### src/rtl/operand_sequencer.sv
// operand_sequencer
// Produces a stream of operand pairs (a, b) for driving an arithmetic block
// under test. Three pair sources are available:
//   directed    - a fixed table of eight corner-case pairs
//   random      - a Galois LFSR; a is the upper half, b the lower half
//   exhaustive  - pair i is (i mod 2^WIDTH, (i / 2^WIDTH) mod 2^WIDTH)
//
// Handshake (out_valid / out_ready):
//   A pair is transferred on every rising edge where out_valid && out_ready.
//   While out_valid is high and out_ready is low, a, b and index hold their
//   values. out_valid never drops without a transfer, except on reset.
//
// Ports
//   clk          single clock, rising edge
//   reset        synchronous, active-high; overrides every other input
//   start        begins a run; only looked at in IDLE
//   mode         00 directed, 01 random, 10 exhaustive, 11 as directed
//   num_vectors  requested pair count
//   seed         LFSR seed for random mode (0 selects DEF_SEED)
//   out_valid    a/b/index hold a pair
//   out_ready    downstream accepts the pair
//   a, b         operands
//   index        zero-based ordinal of the presented pair
//   busy         high while in RUN
//   done         one-cycle pulse when a run completes
//   state_dbg    current FSM state (0 IDLE, 1 RUN, 2 DONE)
module operand_sequencer #(
  parameter int                  WIDTH    = 8,
  parameter logic [2*WIDTH-1:0]  POLY     = (2*WIDTH)'(16'hB400),
  parameter logic [2*WIDTH-1:0]  DEF_SEED = (2*WIDTH)'(16'hACE1)
) (
  input  logic               clk,
  input  logic               reset,
  input  logic               start,
  input  logic [1:0]         mode,
  input  logic [15:0]        num_vectors,
  input  logic [2*WIDTH-1:0] seed,
  output logic               out_valid,
  input  logic               out_ready,
  output logic [WIDTH-1:0]   a,
  output logic [WIDTH-1:0]   b,
  output logic [15:0]        index,
  output logic               busy,
  output logic               done,
  output logic [1:0]         state_dbg
);

  localparam int LW = 2 * WIDTH;

  // Largest useful exhaustive count. When the pair space exceeds the 16-bit
  // counter range the requested count can never be larger, so no clamp.
  localparam logic [15:0] EXH_LIMIT = (LW >= 16) ? 16'hFFFF : 16'(1 << LW);

  localparam logic [1:0] M_DIR  = 2'b00;
  localparam logic [1:0] M_RAND = 2'b01;
  localparam logic [1:0] M_EXH  = 2'b10;

  localparam logic [7:0] DIR_A [8] = '{8'd5, 8'd10, 8'd15, 8'd0, 8'd255, 8'd128, 8'd1, 8'd127};
  localparam logic [7:0] DIR_B [8] = '{8'd3, 8'd4, 8'd2, 8'd100, 8'd1, 8'd128, 8'd255, 8'd129};

  typedef enum logic [1:0] {
    S_IDLE = 2'd0,
    S_RUN  = 2'd1,
    S_DONE = 2'd2
  } state_t;

  state_t          state;
  logic [1:0]      mode_q;
  logic [15:0]     total;
  logic [LW-1:0]   lfsr;

  logic [1:0]      mode_eff;
  logic [LW-1:0]   seed_eff;
  logic [15:0]     start_total;
  logic [LW-1:0]   first_pair;
  logic [LW-1:0]   lfsr_next;
  logic [15:0]     idx_next;
  logic [LW-1:0]   next_pair;
  logic            last_xfer;

  // One Galois step: shift right, fold in the feedback mask when a 1 falls out.
  function automatic logic [LW-1:0] galois_step(input logic [LW-1:0] s);
    return s[0] ? ((s >> 1) ^ POLY) : (s >> 1);
  endfunction

  // Pair for ordinal i; l is the LFSR state that belongs to that ordinal.
  function automatic logic [LW-1:0] pair_for(input logic [1:0] m,
                                             input logic [15:0] i,
                                             input logic [LW-1:0] l);
    case (m)
      M_RAND:  return l;
      M_EXH:   return {WIDTH'(i), WIDTH'(i >> WIDTH)};
      default: return {WIDTH'(DIR_A[i[2:0]]), WIDTH'(DIR_B[i[2:0]])};
    endcase
  endfunction

  always_comb begin
    mode_eff = (mode == 2'b11) ? M_DIR : mode;
    seed_eff = (seed == '0) ? DEF_SEED : seed;
    case (mode_eff)
      M_RAND:  start_total = num_vectors;
      M_EXH:   start_total = (num_vectors > EXH_LIMIT) ? EXH_LIMIT : num_vectors;
      default: start_total = (num_vectors > 16'd8) ? 16'd8 : num_vectors;
    endcase
    first_pair = pair_for(mode_eff, 16'd0, seed_eff);
    lfsr_next  = galois_step(lfsr);
    idx_next   = index + 16'd1;
    next_pair  = pair_for(mode_q, idx_next, lfsr_next);
    // total is at least 1 whenever RUN is entered, so total-1 never wraps.
    last_xfer  = (index == total - 16'd1);
  end

  always_ff @(posedge clk) begin
    if (reset) begin
      state     <= S_IDLE;
      mode_q    <= M_DIR;
      total     <= 16'd0;
      lfsr      <= DEF_SEED;
      out_valid <= 1'b0;
      a         <= '0;
      b         <= '0;
      index     <= 16'd0;
      busy      <= 1'b0;
      done      <= 1'b0;
    end else begin
      done <= 1'b0;
      case (state)
        S_IDLE: begin
          if (start) begin
            mode_q <= mode_eff;
            total  <= start_total;
            lfsr   <= seed_eff;
            index  <= 16'd0;
            if (start_total == 16'd0) begin
              state <= S_DONE;
              done  <= 1'b1;
            end else begin
              state     <= S_RUN;
              busy      <= 1'b1;
              out_valid <= 1'b1;
              {a, b}    <= first_pair;
            end
          end
        end
        S_RUN: begin
          if (out_valid && out_ready) begin
            // The LFSR advances on every transfer, including the last one.
            lfsr <= lfsr_next;
            if (last_xfer) begin
              state     <= S_DONE;
              busy      <= 1'b0;
              out_valid <= 1'b0;
              done      <= 1'b1;
            end else begin
              index  <= idx_next;
              {a, b} <= next_pair;
            end
          end
        end
        S_DONE: begin
          state <= S_IDLE;
        end
        default: begin
          state     <= S_IDLE;
          busy      <= 1'b0;
          out_valid <= 1'b0;
        end
      endcase
    end
  end

  assign state_dbg = state;

endmodule

### config.mk
export PLATFORM = sky130hd
export DESIGN_NAME = operand_sequencer
export DESIGN_NICKNAME = d
export VERILOG_FILES = /design/src/rtl/operand_sequencer.sv
export SDC_FILE = /design/constraint.sdc
export NUM_CORES = 1
export LEC_CHECK = 0
export CAP_MARGIN = 20
export CELL_PAD_IN_SITES_DETAIL_PLACEMENT = 0
export CELL_PAD_IN_SITES_GLOBAL_PLACEMENT = 1
export CORE_MARGIN = 2
export CORE_UTILIZATION = 44
export CTS_BUF_LIST = sky130_fd_sc_hd__clkbuf_8
export CTS_CLUSTER_DIAMETER = 30
export CTS_CLUSTER_SIZE = 14
export DETAILED_ROUTE_END_ITERATION = 6
export PLACE_DENSITY_LB_ADDON = 0.15
export SYNTH_ARGS = -nofsm -noshare
export SYNTH_HDL_FRONTEND = slang
export SYNTH_SLANG_ARGS = --single-unit
### constraint.sdc
create_clock -name clk -period 6.56 [get_ports clk]
set_input_delay 1.312 -clock clk [delete_from_list [all_inputs] [get_ports clk]]
set_output_delay 1.312 -clock clk [all_outputs]
set_load 0.1 [all_outputs]
==> After elaboration in Yosys (flattened, before gate mapping) <==
Memories as Yosys holds them, arrays and structs flattened.
Index checks and enable logic that the tools add are counted.
{ "word_totals": {"mem_count": 2, "mem_bits_ro": 128, "output_inout_bits": 37, "ff_bits": 70, "inputBits": 38} }
{ "classes": {"add_sub_neg": 2, "n_eq_ne": 13, "mux": 44, "reduce_logical": 11, "magnitude_cmp": 3, "bitwise": 3} }
{ "mem_list": {"columns": ["memory", "words", "width", "read_ports", "rd_ports_with_merged_regs", "wr", "line", "text"], "rows": [
  ["(no name shown)", 8, 8, 1, 0, 0, "93", "default: return {WIDTH'(DIR_A[i[2:0]]), WIDTH'(DIR_B[i[2:0]])};"],
  ["(no name shown)", 8, 8, 1, 0, 0, "93", null]
]} }
{ "op_table": {"columns": ["op", "count"], "rows": [
  ["$pmux W16 S2", 5],
  ["$mux W16", 9],
  ["$mux W8", 12],
  ["$logic_not A16 Y1", 2],
  ["$pmux W8 S2", 2],
  ["$add A16 B1 Y16 const B", 1],
  ["$eq A16 B16 Y1", 1],
  ["$gt A16 B16 Y1 const B", 1],
  ["$gt A16 B4 Y1 const B", 1],
  ["$sub A16 B1 Y16 const B", 1],
  ["$mux W2", 5],
  ["$ne A2 B2 Y1 const B", 5],
  ["$reduce_and A5 Y1", 2],
  ["$eq A2 B2 Y1 const B", 4],
  ["$mux W1", 8],
  ["$not A3 Y4", 2],
  ["$eq A2 B1 Y1 const B", 3],
  ["$reduce_and A3 Y1", 2],
  ["$ge A4 B4 Y1 const B", 1],
  ["$pmux W2 S2", 1],
  ["$reduce_and A4 Y1", 1],
  ["$pmux W1 S3", 1],
  ["$logic_not A2 Y1", 1],
  ["$pmux W1 S2", 1],
  ["4 further kinds", 4]
]} }

==> Logic depth before layout (Yosys ltp) <==
{ "logic_depth": {"ltp_word": 9, "ltp_mapped": 11, "depth_no_buf": 9} }

==> Worst setup path before layout <==
Ideal clock, no wire load.
{ "synth_path": {"path_type": "reg2reg", "start": "register index[9]", "end": "register a[1]", "synth_period_minus_slack_ns": 3.168, "slack_ns": 3.392, "stages_incl_launch_ff": 10, "setup_ns": 0.121, "t_arrival_ns": 3.047, "t_required_ns": 6.439, "cell_sequence": "dfxtp_1 clkbuf_1 xnor2_1 or3_1 a211oi_1 a311o_1 nand4_4 o21ai_4 buf_12 mux2_4"} }
{ "synth_between": {"elab_chain_len": 3} }
{ "synth_lines": {"columns": ["item", "line", "text"], "rows": [
  ["from (decl)", "42", "output logic [15:0] index,"],
  ["from (signal assigned)", "155", "index <= idx_next;"],
  ["$eq A16 B16 Y1", "110", "last_xfer = (index == total - 16'd1);"],
  ["$ne A2 B2 Y1 (no line)", null, null],
  ["$reduce_and A5 Y1 (no line)", null, null],
  ["to (signal assigned)", "141", "{a, b} <= first_pair;"],
  ["to (signal assigned)", "156", "{a, b} <= next_pair;"],
  ["to (decl)", "40", "output logic [WIDTH-1:0] a,"]
]} }
No other way between the ends.
A chain may end at the register's enable or synchronous reset.

==> Final worst setup path <==
{ "layout_path": {"start": "register state[0], in the netlist state_dbg[0]", "end": "output state_dbg[0]"} }
{ "layout_rtl": {"columns": ["item", "line", "text"], "rows": [
  ["from (decl)", "67", "state_t state;"],
  ["from (signal assigned)", "115", "state <= S_IDLE;"],
  ["from (signal assigned)", "135", "state <= S_DONE;"],
  ["from (signal assigned)", "138", "state <= S_RUN;"],
  ["to (decl)", "45", "output logic [1:0] state_dbg"]
]} }
No word-level cell between the ends.

==> results.json <==
{
  "grt_pass1_vias": 4366,
  "cts-root-buf": "clkbuf_8",
  "yosysUniqueCellTypes": 66,
  "ctsHoldBuffers": 0,
  "setup_viol": 0,
  "core_area_mm2": 0.0104,
  "avgSynthCellArea_um2": 7.78,
  "postRouteAntennaNets": 0,
  "firstDrtPassIters": 5,
  "final_cell_mix": "clkdlybuf4s50_1 (73), nand2_1 (72), dfxtp_1 (70), nor2_1 (67), o21ai_0 (31)",
  "rsz0062_at_grt": "false",
  "grtUsageTotal_pct": 25.9,
  "die_area_mm2": 0.0116,
  "crit_slowest_cell": "clkdlybuf4s50_1",
  "ir_drop_mv": 0.132,
  "yosysSeqAreaShare_pct": 29.6,
  "antenna_cells": 0,
  "start_kind": "flop",
  "critical_path_class": "reg2out",
  "io_pins": 75,
  "numCtsBuffers": 9,
  "tns_ns": 0,
  "wl_per_cell_um": 18.6,
  "crit_path_max_incr_delay_ns": 1.27,
  "cts_tree": "built",
  "fin_crit_sh_pct": 56.9,
  "critPathLaunch": "state_dbg[0]",
  "drt-initial-drc-count": 344,
  "cp_top_family": "buffers and inverters",
  "rows": 37,
  "clk_pin_slew_worst_paths_ns": 0.07,
  "netlist_top_cells_area": "dfxtp_1 (30%), nand2_1 (5.7%), nor2_1 (5.4%)",
  "synth_seq_cells": 70,
  "fmax_mhz": 268,
  "clk-insertion-delay-late_ns": 0.36,
  "synthToLayoutAreaGrowth_pct": 20.3,
  "dp.cells": 775,
  "drcViolationCount": 0,
  "cts_buffer_depth": 2,
  "die_width_um": 108,
  "ys_warn_count": 0,
  "nets": 700,
  "crit_buf_inv": 1,
  "arrival_ns": 2.42,
  "vias": 4766,
  "drv_cap": 0,
  "synth_top_cell_by_area": "dfxtp_1",
  "synth_nets": 659,
  "io_buffers": 74,
  "dp_slack_ns": 2.76,
  "slew_headroom_pct": 32.0,
  "finalPower_w": 0.00120,
  "hold_viol": 0,
  "fin_cells": 791,
  "gp_congestion": 0.882,
  "wl_um": 14700,
  "reg2reg_slack_ns": 3.02,
  "postCtsSetupBuffers": 0,
  "die_height_um": 108,
  "min_path_type": "reg2reg",
  "crit_chain": "clkdlybuf4s50_1",
  "min_period_ns": 3.73,
  "status": "completed",
  "ys_async_sr_fraction_pct": 0,
  "power.density_mw_per_mm2": 210,
  "antenna_found_initial": 0,
  "initial_utilization_pct": 45.5,
  "globalRouteOverflowTotal": 0,
  "min_to": "b[6]",
  "grt_pass1_wl_um": 23400,
  "drive_gt1_share_pct": 7.48,
  "cts_max_level": 3,
  "grt_max_degree": 57,
  "layout_commonest_cell": "clkdlybuf4s50_1",
  "p_leak_nw": 2.12,
  "worstHoldPathCells": 2,
  "r2r-start": "total[0]",
  "critPathMaxFanout": 17,
  "cts.sinks": 70,
  "synth-edff-count": 0,
  "dpl.hpwl_um": 10500,
  "min_from": "b[6]",
  "max_slew.worst_pin.slew_ns": 1.02,
  "end_kind": "output port",
  "netlist_area_mm2": 0.00474,
  "synth_flop_cell": "dfxtp_1",
  "r2r-end": "b[2]",
  "rr_worst_depth": 9,
  "fillers": 1010,
  "timing.final.ws_setup_ns": 2.83,
  "skew_ns": 0.00752,
  "vias_per_cell": 6.03,
  "drv_slew": 0,
  "hold_ws_ns": 0.462,
  "crit_required_ns": 5.25,
  "syn-instance-count": 609,
  "cts-resized-gates": 0,
  "yosysTopAreaCellShare_pct": 29.6
}
## cells by family (layout without fill, tap and decap cells)
logic type               count (synthesis)  after routing  share of synthesized area, %
flip-flops                              70             70                          29.6
adder cells (fa/ha/maj)                 12             12                          3.17
multiplexers                            22             22                          5.12
AO/OA/AOI/OAI                          150            150                          22.1
XOR/XNOR                                39             39                          7.50
AND/OR/NAND/NOR                        254            254                          27.2
buffers and inverters                   62            108                          5.36
## worst max path at each step
stage	endpoint	cells after the start
detailed placement	a[2]	9
floorplan	a[1]	9
CTS	state_dbg[0]	1
finish	state_dbg[0]	1
global placement	b[4]	9
global route	state_dbg[0]	1
## metal layers
| layer | GRT usage (%) | part of all wire [%] |
|---|---|---|
| met5 | 0 | 0 |
| met4 | 7.23 | 1.5 |
| met3 | 3.45 | 6.2 |
| met2 | 38.9 | 43 |
| met1 | 38.4 | 49 |
## cells in the mapped netlist (all sizes together) (3+ instances only)
library cell   n
nand2         72
dfxtp         70
nor2          68
clkbuf        43
o21ai         33
a21oi         31
nor3          22
a22oi         19
xnor2         19
xor2          19
nand3         17
nor4          16
mux2i         13
ha            12
nor2b         12
inv           11
a221oi        10
nand4         10
mux2           9
o311ai         9
a311oi         7
buf            7
or3            7
a211oi         5
and2           5
and3           5
nand2b         5
a21o           4
a221o          4
and4           4
o21a           4
a211o          3
a31oi          3
or4            3
## per-stage QoR
stage / area, µm² / utilization [%]
6_report: 5700 / 54.8
5_1_grt: 5700 / 54.8
4_1_cts: 5700 / 54.8
3_5_place_dp: 5490 / 52.7
3_3_place_gp: 5490 / 52.7
2_1_floorplan: 4740 / -
## report_power, final
part           internal (W)  leakage (nW)  switching [W]
combinational      0.000124          1.44       0.000210
clock              0.000221         0.119       0.000169
sequential         0.000448         0.571      0.0000284
total              0.000793          2.12       0.000408
## flip-flops by register name, indices dropped and copies added, names as in the netlist
| signal | flops |
|---|---|
| a | 8 |
| b | 8 |
| busy | 1 |
| done | 1 |
| index | 16 |
| lfsr | 16 |
| mode_q | 2 |
| state_dbg | 2 |
| total | 16 |
## worst min-delay path, cell delays in order (launching register included)
cell and delay [ns]:
dfxtp_1 0.31, nand2_1 0.05, mux2i_1 0.05
## cell type report
cell class              count  area [µm²]  share of cell area, %
clock buffers              10         138                   2.41
clock inverters             6        77.6                   1.36
inverters                  12        45.0                  0.790
multi-input cells         477        3090                   54.2
flip-flops and latches     70        1400                   24.6
well taps                 136         170                   2.98
repair buffers             80         781                   13.7
No activity file was read; power rests on OpenSTA's default activity.
